File: src/rtl/serializer_pkg.sv
// rtl/serializer_pkg.sv - shared constants, state type and sizing helpers for the serializer
//
// Purpose: common definitions imported by the serializer interface, core and top.
// Contents:
//   WIDTH_DEFAULT  default parallel word width
//   state_t        serializer FSM states (IDLE, SHIFT)
//   clog2()        ceiling log2 of a positive integer
//   cnt_width()    bit counter width, never less than one bit
package serializer_pkg;

  localparam int WIDTH_DEFAULT = 8;

  typedef enum logic {
    IDLE  = 1'b0,
    SHIFT = 1'b1
  } state_t;

  function automatic int clog2(input int n);
    int r;
    r = 0;
    for (int i = 0; i < 31; i++) begin
      if ((1 << i) < n) r = i + 1;
    end
    return r;
  endfunction

  // A WIDTH of 1 still needs a one-bit counter to keep vector declarations legal.
  function automatic int cnt_width(input int n);
    return (clog2(n) < 1) ? 1 : clog2(n);
  endfunction

endpackage

File: src/rtl/byte_serializer8_if.sv
// rtl/byte_serializer8_if.sv - parallel-in / serial-out handshake bundle
//
// Purpose: groups the word input stream, the serial output stream and busy.
// Signals:
//   din, din_valid, din_ready         parallel word handshake (into the serializer)
//   sout, sout_valid, sout_last       serial bit stream (out of the serializer)
//   sout_ready                        downstream accept for the serial stream
//   busy                              serializer is shifting or holding a buffered word
// Modports:
//   master  the environment side: drives words and sout_ready
//   slave   the serializer side
interface byte_serializer8_if
  import serializer_pkg::*;
#(
  parameter int WIDTH = WIDTH_DEFAULT
);

  logic [WIDTH-1:0] din;
  logic             din_valid;
  logic             din_ready;
  logic             sout;
  logic             sout_valid;
  logic             sout_last;
  logic             sout_ready;
  logic             busy;

  modport master (
    output din, din_valid, sout_ready,
    input  din_ready, sout, sout_valid, sout_last, busy
  );

  modport slave (
    input  din, din_valid, sout_ready,
    output din_ready, sout, sout_valid, sout_last, busy
  );

endinterface

File: src/rtl/piso_shift_core.sv
// rtl/piso_shift_core.sv - shift register and bit counter for one serialized word
//
// Purpose: holds the word being emitted and counts how many bits have left.
// Ports:
//   clk, rst_n   clock and synchronous active-low reset
//   load         capture load_data and restart the count (wins over advance)
//   load_data    next word to emit
//   advance      current bit was taken; shift toward the output end
//   bit_out      bit currently presented at the output end
//   last         the presented bit is the final bit of the word
module piso_shift_core
  import serializer_pkg::*;
#(
  parameter int WIDTH     = WIDTH_DEFAULT,
  parameter bit LSB_FIRST = 1'b0
) (
  input  logic             clk,
  input  logic             rst_n,
  input  logic             load,
  input  logic [WIDTH-1:0] load_data,
  input  logic             advance,
  output logic             bit_out,
  output logic             last
);

  localparam int CW = cnt_width(WIDTH);

  logic [WIDTH-1:0] sreg;
  logic [CW-1:0]    cnt;

  always_ff @(posedge clk) begin
    if (!rst_n) begin
      sreg <= '0;
      cnt  <= '0;
    end else if (load) begin
      sreg <= load_data;
      cnt  <= '0;
    end else if (advance) begin
      // Zeros fill in behind, so a fully drained register reads as 0.
      if (LSB_FIRST) sreg <= sreg >> 1;
      else           sreg <= sreg << 1;
      cnt <= cnt + CW'(1);
    end
  end

  assign bit_out = LSB_FIRST ? sreg[0] : sreg[WIDTH-1];
  assign last    = (cnt == CW'(WIDTH - 1));

endmodule

File: src/rtl/byte_serializer8.sv
// rtl/byte_serializer8.sv - word-to-bit serializer with a one-word skid buffer
//
// Purpose: accepts parallel words and emits them one bit per transfer, flagging
// the final bit of each word; a one-word buffer keeps back-to-back words gapless.
// Ports:
//   clk    rising-edge clock
//   rst_n  synchronous active-low reset
//   bus    byte_serializer8_if.slave: din/din_valid/din_ready in,
//          sout/sout_valid/sout_last/sout_ready out, busy
module byte_serializer8
  import serializer_pkg::*;
#(
  parameter int WIDTH     = WIDTH_DEFAULT,
  parameter bit LSB_FIRST = 1'b0
) (
  input  logic                  clk,
  input  logic                  rst_n,
  byte_serializer8_if.slave     bus
);

  state_t           state;
  state_t           next_state;
  logic             buf_full;
  logic [WIDTH-1:0] buf_data;
  logic             buf_load;
  logic             buf_clear;

  logic             accept;
  logic             xfer;
  logic             last_xfer;
  logic             core_load;
  logic [WIDTH-1:0] core_data;
  logic             core_bit;
  logic             core_last;

  // din_ready depends only on registered state (and reset), never on sout_ready.
  assign bus.din_ready = rst_n && ((state == IDLE) || !buf_full);

  assign accept    = bus.din_valid && bus.din_ready;
  assign xfer      = bus.sout_valid && bus.sout_ready;
  assign last_xfer = xfer && core_last;

  always_comb begin
    next_state = state;
    core_load  = 1'b0;
    core_data  = bus.din;
    buf_load   = 1'b0;
    buf_clear  = 1'b0;
    case (state)
      IDLE: begin
        if (accept) begin
          core_load  = 1'b1;
          next_state = SHIFT;
        end
      end
      SHIFT: begin
        if (last_xfer) begin
          // Buffered word goes first; din_ready was low, so nothing else arrives.
          if (buf_full) begin
            core_load = 1'b1;
            core_data = buf_data;
            buf_clear = 1'b1;
          end else if (accept) begin
            core_load = 1'b1;
          end else begin
            next_state = IDLE;
          end
        end else if (accept) begin
          buf_load = 1'b1;
        end
      end
      default: next_state = IDLE;
    endcase
  end

  always_ff @(posedge clk) begin
    if (!rst_n) begin
      state    <= IDLE;
      buf_full <= 1'b0;
      buf_data <= '0;
    end else begin
      state <= next_state;
      if (buf_load) begin
        buf_full <= 1'b1;
        buf_data <= bus.din;
      end else if (buf_clear) begin
        buf_full <= 1'b0;
      end
    end
  end

  piso_shift_core #(
    .WIDTH     (WIDTH),
    .LSB_FIRST (LSB_FIRST)
  ) u_core (
    .clk       (clk),
    .rst_n     (rst_n),
    .load      (core_load),
    .load_data (core_data),
    .advance   (xfer),
    .bit_out   (core_bit),
    .last      (core_last)
  );

  assign bus.sout_valid = (state == SHIFT);
  assign bus.sout       = bus.sout_valid && core_bit;
  assign bus.sout_last  = bus.sout_valid && core_last;
  assign bus.busy       = (state == SHIFT) || buf_full;

endmodule

File: src/flat_wrapper.sv
// flat-port wrapper written by rule: the top's interface ports become plain ports
module byte_serializer8_flat import serializer_pkg::*;
#(
  parameter int WIDTH     = WIDTH_DEFAULT,
  parameter bit LSB_FIRST = 1'b0
)
  (clk, rst_n, bus_din, bus_din_valid, bus_sout_ready, bus_din_ready, bus_sout, bus_sout_valid, bus_sout_last, bus_busy);
  byte_serializer8_if #(.WIDTH(WIDTH)) bus_i ();
  input  logic clk;
  input  logic rst_n;
  input wire logic [$bits(bus_i.din)-1:0] bus_din;
  input wire logic [$bits(bus_i.din_valid)-1:0] bus_din_valid;
  input wire logic [$bits(bus_i.sout_ready)-1:0] bus_sout_ready;
  output wire logic [$bits(bus_i.din_ready)-1:0] bus_din_ready;
  output wire logic [$bits(bus_i.sout)-1:0] bus_sout;
  output wire logic [$bits(bus_i.sout_valid)-1:0] bus_sout_valid;
  output wire logic [$bits(bus_i.sout_last)-1:0] bus_sout_last;
  output wire logic [$bits(bus_i.busy)-1:0] bus_busy;
  assign bus_i.din = bus_din;
  assign bus_i.din_valid = bus_din_valid;
  assign bus_i.sout_ready = bus_sout_ready;
  assign bus_din_ready = bus_i.din_ready;
  assign bus_sout = bus_i.sout;
  assign bus_sout_valid = bus_i.sout_valid;
  assign bus_sout_last = bus_i.sout_last;
  assign bus_busy = bus_i.busy;
  byte_serializer8 #(.WIDTH(WIDTH), .LSB_FIRST(LSB_FIRST)) u_core (.clk(clk), .rst_n(rst_n), .bus(bus_i));
endmodule
File: config.mk
export PLATFORM = sky130hd
export DESIGN_NAME = byte_serializer8_flat
export DESIGN_NICKNAME = d
export VERILOG_FILES = /design/src/rtl/serializer_pkg.sv /design/src/rtl/byte_serializer8_if.sv /design/src/rtl/piso_shift_core.sv /design/src/rtl/byte_serializer8.sv /design/src/flat_wrapper.sv
export SDC_FILE = /design/constraint.sdc
export NUM_CORES = 1
export LEC_CHECK = 0
export ABC_AREA = 1
export CAP_MARGIN = 20
export CORE_ASPECT_RATIO = 1.25
export CORE_MARGIN = 2
export CORE_UTILIZATION = 47
export CTS_CLUSTER_DIAMETER = 40
export DETAILED_ROUTE_END_ITERATION = 10
export PLACE_DENSITY = 0.72
export SETUP_SLACK_MARGIN = 0.2
export SYNTH_ARGS = -nofsm -noshare
export SYNTH_HDL_FRONTEND = slang
export SYNTH_SLANG_ARGS = --single-unit
File: constraint.sdc
create_clock -name clk -period 1.4 [get_ports clk]
set_input_delay 0.21 -clock clk [delete_from_list [all_inputs] [get_ports clk]]
set_output_delay 0.21 -clock clk [all_outputs]
set_load 0.1 [all_outputs]
Yosys cells after proc, flatten, opt, wreduce, memory -nomap -nowiden
Index checks and enable logic that the tools add are counted.

word-level totals
  logic and storage cells = 39
  bits in registers = 21
  output and inout bits = 5

cells by class
  muxes and demuxes = 18
  add/subtract/negate cells = 1
  bitwise gates (word level) = 2
  equal/unequal tests = 1
  reductions and logical operators = 12

operators by type and width
  cell                 count
  $mux 8               5
  $mux 1               11
  $logic_and 1x1->1    6
  $pmux 1 s2           2
  $reduce_bool 2->1    2
  $add 3x1->3 const B  1
  $eq 3x3->1 const B   1
  $logic_or 1x1->1     2
  $not 1->1            2
  $reduce_or 2->1      1
  $logic_not 1->1      1

Depth between registers and ports, before layout
  depth after elaboration = 9
  mapped depth = 9
  mapped depth without buffers = 9

Modules after synthesis
A second synthesis with hierarchy kept.

second synthesis, totals
  cells, all modules = 169
  area total of the unflattened synthesis = 1126.1 µm²

by module, submodules not included
  module            area each (µm²)  cells each  times used
  byte_serializer8  594.3            94          1
  piso_shift_core   531.8            75          1

Least setup slack after synthesis
No wires, ideal clock.

  kind = register to output
  from = register u_core.state (netlist: u_core.bus.sout_valid)
  to = output bus_din_ready
  path slack = -1.226 ns
  arrival = 2.416 ns
  required time = 1.190 ns
  stages on the path, launching flop included = 3
  buffers on the path = 1
  path through = dfxtp_1 -> buf_6 -> a21oi_1

on the way
  word-level cells in the longest chain between the ends = 3

ends and longest elaborated chain
  element                 line                    RTL
  from (decl)             byte_serializer8.sv:21  state_t state;
  from (signal assigned)  byte_serializer8.sv:82  state <= next_state;
  $not 1->1               byte_serializer8.sv:37  assign bus.din_ready = rst_n && ((state == IDLE) || !buf_full);
  $logic_or 1x1->1        byte_serializer8.sv:37
  $logic_and 1x1->1       byte_serializer8.sv:37
  to (decl)               flat_wrapper.sv:14      output wire logic [$bits(bus_i.din_ready)-1:0] bus_din_ready;

No other way between the ends.

Final worst setup path
  from = register u_core.u_core.cnt[1]
  to = register u_core.u_core.sreg[7]

on the way
  word-level cells in the longest chain between the ends = 5

ends and longest elaborated chain
  element                                             line                    RTL
  from (decl)                                         piso_shift_core.sv:29   logic [CW-1:0] cnt;
  from (signal assigned)                              piso_shift_core.sv:42   cnt <= cnt + CW'(1);
  $eq 3x3->1 *                                        piso_shift_core.sv:47   assign last = (cnt == CW'(WIDTH - 1));
  $logic_and 1x1->1 *                                 byte_serializer8.sv:41  assign last_xfer = xfer && core_last;
  $mux 1 / $mux 8 (equally long branches)             byte_serializer8.sv:57  if (last_xfer) begin
  $pmux 1 s2 / $mux 8 (equally long branches)         byte_serializer8.sv:49  case (state)
  $mux 8 / $reduce_bool 2->1 (equally long branches)  n/a
  to (signal assigned)                                piso_shift_core.sv:36   sreg <= load_data;
  to (signal assigned)                                piso_shift_core.sv:40   if (LSB_FIRST) sreg <= sreg >> 1;
  to (signal assigned)                                piso_shift_core.sv:41   else sreg <= sreg << 1;
  to (decl)                                           piso_shift_core.sv:28   logic [WIDTH-1:0] sreg;

Mark *: on every way between the ends. The rest lies on a longest branch, timed or not.
A chain may end at the register's enable or synchronous reset.

==> metrics.md <==
| Metric | Value |
|---|---|
| Die area | `0.00290 mm^2` |
| Total Nets Final | `211` |
| Hold path depth | `3` |
| Worst Path Max Fanout | `8` |
| Reg clk slew, reported paths | `0.12 ns` |
| Cell area after synthesis | `0.00117 mm^2` |
| Slew Limit Fails | `0` |
| Worst Path Required | `1.64 ns` |
| Ports | `17` |
| Final core utilization | `0.729` |
| Mapped Nets | `178` |
| ANT nets after route | `0` |
| Hold buffers post-CTS | `0` |
| Maxcap violations | `0` |
| Slew @ Worst Pin | `0.259 ns` |
| DR vias/cell | `5.17` |
| Chip Width | `48.6 um` |
| Final setup margin | `-0.261 ns` |
| Standard-cell rows | `20` |
| Number of antenna violations at the first check in global routing | `0` |
| Max_slew headroom | `0.826` |
| Unique masters post-synth | `29` |
| HP Class | `primary input to register` |
| CTS tree | `done` |
| Tot GR Track Use | `0.215` |
| Root Buffer | `clkbuf_4` |
| Crit path launch type | `register` |
| Final wirelength | `3.07 mm` |
| Worst vdd ir | `0.000567 V` |
| Final Hold Vio Count | `0` |
| H-tree levels | `1` |
| Setup crit end kind | `register` |
| Core area | `0.00240 mm^2` |
| TritonCTS buffer count | `3` |
| YS warnings | `0` |
| Largest net degree at the start of global routing | `17` |
| Clock Latency Late Sink | `0.31 ns` |
| Cell with the largest stage delay on the worst path | `dfxtp_4` |
| Layout fillers | `185` |
| Status | `finished with violations` |
| Reg2reg setup slack | `-0.26 ns` |
| Critical Path Sink | `u_core.u_core.sreg[7]` |
| Tmin final | `1.66 ns` |
| Synthesis-stage register bit count | `21` |
| First-pass DRT Iterations | `5` |
| Share of cells above drive strength 1 | `0.347` |
| CP max stage delay | `0.38 ns` |
| Initial cell density of the core | `0.485` |
| Crit path cell chain | `ha_4 -> ha_4 -> buf_6 -> nand4_1 -> buf_6 -> buf_8 -> nand2_2 -> nand2_2 -> nand2_1 -> nand2_1 -> a21oi_2` |
| DRC | `0` |
| Critical R2R Launch | `u_core.u_core.cnt[1]` |
| Final cell count without fillers | `229` |
| Final worst-path cycle share | `1.19` |
| Port bufs | `16` |
| Leak pwr | `0.734 nW` |
| Mean area per synthesized cell | `7.11 um^2` |
| Clock sink total | `21` |
| CP Class | `register to register` |
| DP Wirelength | `1.81 mm` |
| Die Y | `59.7 um` |
| Clock Skew | `0.0106 ns` |
| Critical path depth | `11` |
| Worst setup startpoint | `u_core.u_core.cnt[1]` |
| Worst EP arrival | `1.90 ns` |
| Inst Count DP | `215` |
| Cell family with the largest share of critical-path delay | `buffers and inverters` |
| Register area share after synthesis | `0.361` |
| Vias in the first global route | `1179` |
| Unrepaired setup endpoints after global routing | `yes` |
| First-pass GRT wire length | `4.86 mm` |
| Buf/Inv on CP | `3` |
| Via count | `1183` |
| WL per Instance | `13.4 um` |
| Fmax | `602 MHz` |
| FF-to-FF path depth | `11` |
| Failing checks | `negative setup slack` |
| Bufs on Longest Clock Path | `2` |
| Gpl congestion | `0.802` |
| Overflow after GRT | `0` |
| Cell count after synthesis | `164` |
| R2r endpoint | `u_core.u_core.sreg[7]` |
| ANT cells | `0` |
| Layout area overhead | `50.2%` |
| Endpoints failing setup | `21` |
| Pwr Density | `752 mW/mm^2` |
| Initial DRC Count | `51` |
area by class of cell:
class                   count  area (um^2)  share of cell area
clock buffers               4         26.3              0.0150
inverters                  20         85.1              0.0486
multi-input cells         116          743               0.424
flip-flops and latches     21          433               0.247
well taps                  33         41.3              0.0236
repair buffers             35          423               0.241
cell usage after synthesis, drive strengths merged:
| cell type | n | share of area |
|---|---|---|
| nand2 | 56 | 0.19 |
| or2 | 1 | 0.0054 |
| a21oi | 22 | 0.11 |
| xor2 | 1 | 0.0075 |
| nor2 | 5 | 0.029 |
| nand4 | 1 | 0.0054 |
| inv | 19 | 0.063 |
| o21ai | 8 | 0.038 |
| ha | 2 | 0.021 |
| a21boi | 1 | 0.016 |
| nand3 | 17 | 0.084 |
| nor3 | 1 | 0.0043 |
| clkbuf | 2 | 0.0075 |
| buf | 6 | 0.054 |
| clkinv | 1 | 0.0032 |
| dfxtp | 21 | 0.36 |
power breakdown:
part           internal, mW  total (mW)  switching (mW)
Sequential            0.626       0.648          0.0223
Clock                 0.111       0.291           0.180
Combinational         0.166       0.377           0.212
Total                 0.903        1.32           0.414
stage by stage:
step	setup TNS (ns)	setup WS, ns	hold WS (ns)	instance area [um^2]	power [mW]
finish	-3.53	-0.261	0.471	1750	1.32
floorplan	-1.08	-0.0749	0.352	1200	0.857
global placement	-2.66	-0.217	0.449	1460	0.950
CTS	-2.81	-0.205	0.459	1680	1.29
detailed placement	-3.39	-0.267	0.466	1460	0.958
global route	-4.86	-0.319	0.465	1750	1.38
registers in the layout, indices dropped and copies added, names as in the netlist:
| register | count |
|---|---|
| u_core.buf_full | 1 |
| u_core.buf_data | 8 |
| u_core.u_core.sreg | 8 |
| u_core.u_core.cnt | 3 |
| u_core.bus.sout_valid | 1 |
worst register-to-register path: cells and delay by family (launching register included):
kind                     cells  cell delay [ns]
AO/OA/AOI/OAI                1             0.18
adder cells (fa/ha/maj)      2             0.27
buffers and inverters        3             0.41
flip-flops                   1             0.38
AND/OR/NAND/NOR              5             0.35
per-layer routing:
metal | wire, um | vias to the layer above | share of wire | GRT usage
met5 | 0 | - | 0 | 0
met4 | 134 | 0 | 0.044 | 0.0980
met3 | 120 | 17 | 0.039 | 0.0225
met2 | 1660 | 39 | 0.54 | 0.435
met1 | 1150 | 541 | 0.37 | 0.225
li1 | - | 586 | - | -
logic make-up after synthesis:
kind of cell,Yosys count,synth area share
buffers and inverters,28,0.128
xor gates and xnor gates,1,0.00751
adders and majority gates,2,0.0215
DFF,21,0.361
AOI/OAI and AO/OA,31,0.164
and+or+nand+nor,81,0.319
worst min path at each step:
stage                         startpoint                    to  slack (ns)
floorplan                     bus_din[0]    u_core.buf_data[0]        0.35
global placement    u_core.u_core.cnt[1]  u_core.u_core.cnt[1]        0.45
detailed placement  u_core.u_core.cnt[1]  u_core.u_core.cnt[1]        0.47
CTS                           bus_din[1]    u_core.buf_data[1]        0.46
global route                  bus_din[3]    u_core.buf_data[3]        0.47
finish                        bus_din[6]    u_core.buf_data[6]        0.47
cells in the final DEF, fill, tap and decap left out, types with 3 or more instances in the layout:
master,instances
buf_12,8
nand2_4,5
nand2_1,42
dfxtp_1,17
clkbuf_4,3
dfxtp_4,3
buf_6,7
inv_1,16
nand3_1,15
nand2_2,8
a21oi_1,13
clkdlybuf4s50_1,10
o21ai_1,7
buf_4,8
a21oi_2,7
repair_timing:
action,CTS,global route
pin swaps,14,13
buffers inserted,8,1
endpoints found under the setup margin,25,26
gates resized for setup,33,19
cloned,1,0
Note: power is estimated with default switching activity, not from simulation.
==> RTL edit 1 (same settings) <==
The package constant `WIDTH_DEFAULT` goes from 8 to 10.
--- a/src/rtl/serializer_pkg.sv
+++ b/src/rtl/serializer_pkg.sv
@@ -8,7 +8,7 @@
 //   cnt_width()    bit counter width, never less than one bit
 package serializer_pkg;
 
-  localparam int WIDTH_DEFAULT = 8;
+  localparam int WIDTH_DEFAULT = 10;
 
   typedef enum logic {
     IDLE  = 1'b0,
Ports: changed (resized bus_din); port bits go from 17 to 19. No check against the original RTL was run, so the function may have changed too.
==> RTL edit 1 against the original RTL <==
  * The flow still finishes with violations (setup timing)
  * Count of clock-buffer cells in the layout unchanged
  * Synthesized area up 25%
  * Sequential cell count increased by 5
  * Die area is 23% higher
  * Total power increased by 29%
  * Routed wire length up 38%
  * Setup slack improved by 0.057 ns
  * Final area grew 33%
  * Via count grew 39%
  * Critical path type unchanged
  * Critical endpoint is now u_core.u_core.sreg[1]$_SDFFE_PN0P_
  * Largest cell class unchanged
  * Highest routed layer unchanged
==> RTL edit 1: results (changes against the original RTL) <==
| Metric | Value |
|---|---|
| Status | complete, but fails checks |
| Failing checks | setup timing |
| Hold_ws | 0.434 ns (-0.0368 ns) |
| Synth Net Count | 255 (+43%) |
| Final wirelength | 4240 um (+38%) |
| Hold path cells | 4 (+1) |
| Internal cell power | 0.00118 W (+31%) |
| # port buffers | 18 (+2) |
| Leak | 1.09 nW (+48%) |
| Reg2Reg Depth | 13 (+2) |
| DP Area | 0.00189 sq mm (+29%) |
| Met3 Usage GRT | 2.49% (+0.24 points) |
| Clock share of power | 27.0% (+4.9 points) |
| Final setup vio count | 25 (+19%) |
| R2r endpoint | u_core.u_core.sreg[1]$_SDFFE_PN0P_ |
| GR Util met1 | 25.7% (+3.2 points) |
| Iteration-0 DRC Markers | 55 (+7.8%) |
| Detail Placement HPWL | 2380 um (+32%) |
| Peak supply drop | 779 uV (+37%) |
| Final WS setup | -0.204 ns (+0.0565 ns) |
| CP Max Fanout | 5 (-3) |
| Delay-heaviest family, CP | simple AND/OR/NAND/NOR gates |
| Fin nets | 302 (+43%) |
| Routed met1 length | 1640 um (+43%) |
| Gate power share | 26.2% (-2.5 points) |
| Clk_lat worst skew | 0.34 ns (+0.03 ns) |
| Clock skew | 0.00673 ns (-0.00390 ns) |
| Slowest stage delay, CP | 0.35 ns (-0.03 ns) |
| Post-synthesis sequential area ratio | 35.7% (-0.37 points) |
| DR pass1 iterations | 4 (-1) |
| Post-Synthesis Cells | 239 (+46%) |
| Tot GR Track Use | 23.1% (+1.6 points) |
| Setup TNS | -3.59 ns (-0.0538 ns) |
| Slowest stage cell, crit path | dfxtp_2 |
| Most frequent cells after synthesis | 96 x nand2_1, 26 x dfxtp_1, 26 x nor2_1 |
==> RTL edit 1: cell count changes after synthesis, moves of 2 or more <==
cell,delta
nand2_1,+43
nor2_1,+23
a21oi_1,-5
dfxtp_1,+5
nand3_1,+5
o21ai_0,+5
buf_2,+4
clkbuf_1,+3
a21oi_2,-2
inv_2,+2
nand2_2,+2
==> RTL edit 1: layout make-up <==
class,instances,area (sq um)
multi-input combinational,186,1100
fill,211,616
sequential,26,528
timing repair buffer,50,527
inverter,19,80.1
clock buffer,4,47.5
tap,36,45.0
==> RTL edit 1: cells by family after synthesis <==
logic type / share of synthesized area (%)
flops: 35.7
xor+xnor: 1.20
simple gates: 43.6
fa+ha+maj: 1.71
compound gates: 8.92
buf+inv: 8.92
==> RTL edit 1: repair_timing <==
action / in CTS / in global routing
setup buffers: 3 / 6
gates resized for setup: 42 / 38
setup endpoints to repair: 30 / 31
pin swaps: 10 / 23
cloned: 5 / 0
==> RTL edit 2 (same settings) <==
Made on the original files. Reset style: asynchronous (`rst_n`), changed in 2 clocked blocks. Comments in the files are not updated.
--- a/src/rtl/piso_shift_core.sv
+++ b/src/rtl/piso_shift_core.sv
@@ -28,7 +28,7 @@
   logic [WIDTH-1:0] sreg;
   logic [CW-1:0]    cnt;
 
-  always_ff @(posedge clk) begin
+  always_ff @(posedge clk or negedge rst_n) begin
     if (!rst_n) begin
       sreg <= '0;
       cnt  <= '0;
--- a/src/rtl/byte_serializer8.sv
+++ b/src/rtl/byte_serializer8.sv
@@ -73,7 +73,7 @@
     endcase
   end
 
-  always_ff @(posedge clk) begin
+  always_ff @(posedge clk or negedge rst_n) begin
     if (!rst_n) begin
       state    <= IDLE;
       buf_full <= 1'b0;
Behaviour: differs if rst_n is asserted again (counterexample within 4 cycles, from zero or initial values and one cycle with rst_n low); with rst_n held inactive, the same outputs for 10 cycles.
==> RTL edit 2 against the original RTL <==
  * The run still ends with setup timing left
  * Via count fell by 5.7%
  * Routed wire length increased by 13%
  * Setup slack improved by 0.041 ns
  * Utilization up 5.9 points
  * Largest cell class unchanged
  * Synthesized area rose by 0.43%
  * Sequential cell count unchanged
  * Non-clock buffer count is 2 lower
  * Final area increased by 8.1%
  * Worst hold slack got worse by 0.17 ns
  * Highest routed layer unchanged
  * Final cell count fell by 8.3%
Power is not compared: it rests on default switching activity, and its combinational part moved more than twofold at a synthesized area within 25%.
==> RTL edit 2: results (changes against the original RTL) <==
| Metric | Value |
|---|---|
| Status | complete, but fails checks |
| Failing checks | setup timing |
| Setup TNS | -2.51 ns (+1.02 ns) |
| Most frequent cells after synthesis | 39 x nand2_1, 21 x dfrtp_1, 19 x nand3_1 |
| Post-cts sizing count | 38 (+15%) |
| Clock-cell share | 1.45% (-0.047 points) |
| Final setup vio count | 22 (+4.8%) |
| Synth cell types | 22 (-24%) |
| Routed met1 length | 1260 um (+10%) |
| Slowest stage cell, crit path | dfrtp_1 |
| Worst Path Arrival | 1.41 ns (-0.49 ns) |
| Layout non-clock buf frac | 19.3% (-4.9 points) |
| Xor and xnor area share after synthesis | 0.748% (-0.0032 points) |
| GR Util met1 | 24.6% (+2.1 points) |
| Wire per inst | 16.5 um (+23%) |
| R2r endpoint | u_core.u_core.sreg[4]$_DFFE_PN0P_ |
| Hold_ws | 0.305 ns (-0.167 ns) |
| Multi-input combinational area share | 42.9% (+0.44 points) |
| First-pass GRT wire length | 5100 um (+5.0%) |
| DR pass1 iterations | 4 (-1) |
| Final WS setup | -0.220 ns (+0.0407 ns) |
| Iteration-0 DRC Markers | 28 (-45%) |
| Post-synthesis sequential area ratio | 44.9% (+8.8 points) |
| Placer Congestion | 0.761 (-5.1%) |
| Crit Reg-Reg Startpoint | u_core.u_core.cnt[0]$_DFFE_PN0P_ |
| Worst slack at placement | -0.280 ns (-0.0125 ns) |
| Met3 Usage GRT | 3.50% (+1.3 points) |
| Pwr Total | 0.00283 W |
| Sequential cell area share | 28.0% (+3.3 points) |
| Layout area overhead | 61.8% |
| M2 GR Usage | 44.2% (+0.77 points) |
| Delay-heaviest family, CP | flip-flops |
| Vias | 1115 (-5.7%) |
| Slowest stage delay, CP | 0.41 ns (+0.03 ns) |
| Tot GR Track Use | 23.3% (+1.8 points) |
| Post-CTS setup buffer count | 5 (-3) |
| Compound-gate portion of the synthesized area | 12.2% (-4.2 points) |
## RTL edit 2: worst max-delay path by stage
stage / cells past startpoint / slack [ns] / to / start
floorplan: 6 / -0.59 / u_core.buf_data[6]$_DFFE_PN0P_ / u_core.bus.sout_valid$_DFF_PN0_
global placement: 8 / -0.21 / u_core.buf_data[7]$_DFFE_PN0P_ / u_core.u_core.cnt[0]$_DFFE_PN0P_
detailed placement: 8 / -0.28 / u_core.buf_data[2]$_DFFE_PN0P_ / u_core.u_core.cnt[0]$_DFFE_PN0P_
CTS: 5 / -0.24 / bus_sout_last / u_core.u_core.cnt[1]$_DFFE_PN0P_
global route: 8 / -0.30 / u_core.u_core.sreg[4]$_DFFE_PN0P_ / u_core.u_core.cnt[1]$_DFFE_PN0P_
finish: 5 / -0.22 / bus_sout_last / u_core.u_core.cnt[0]$_DFFE_PN0P_
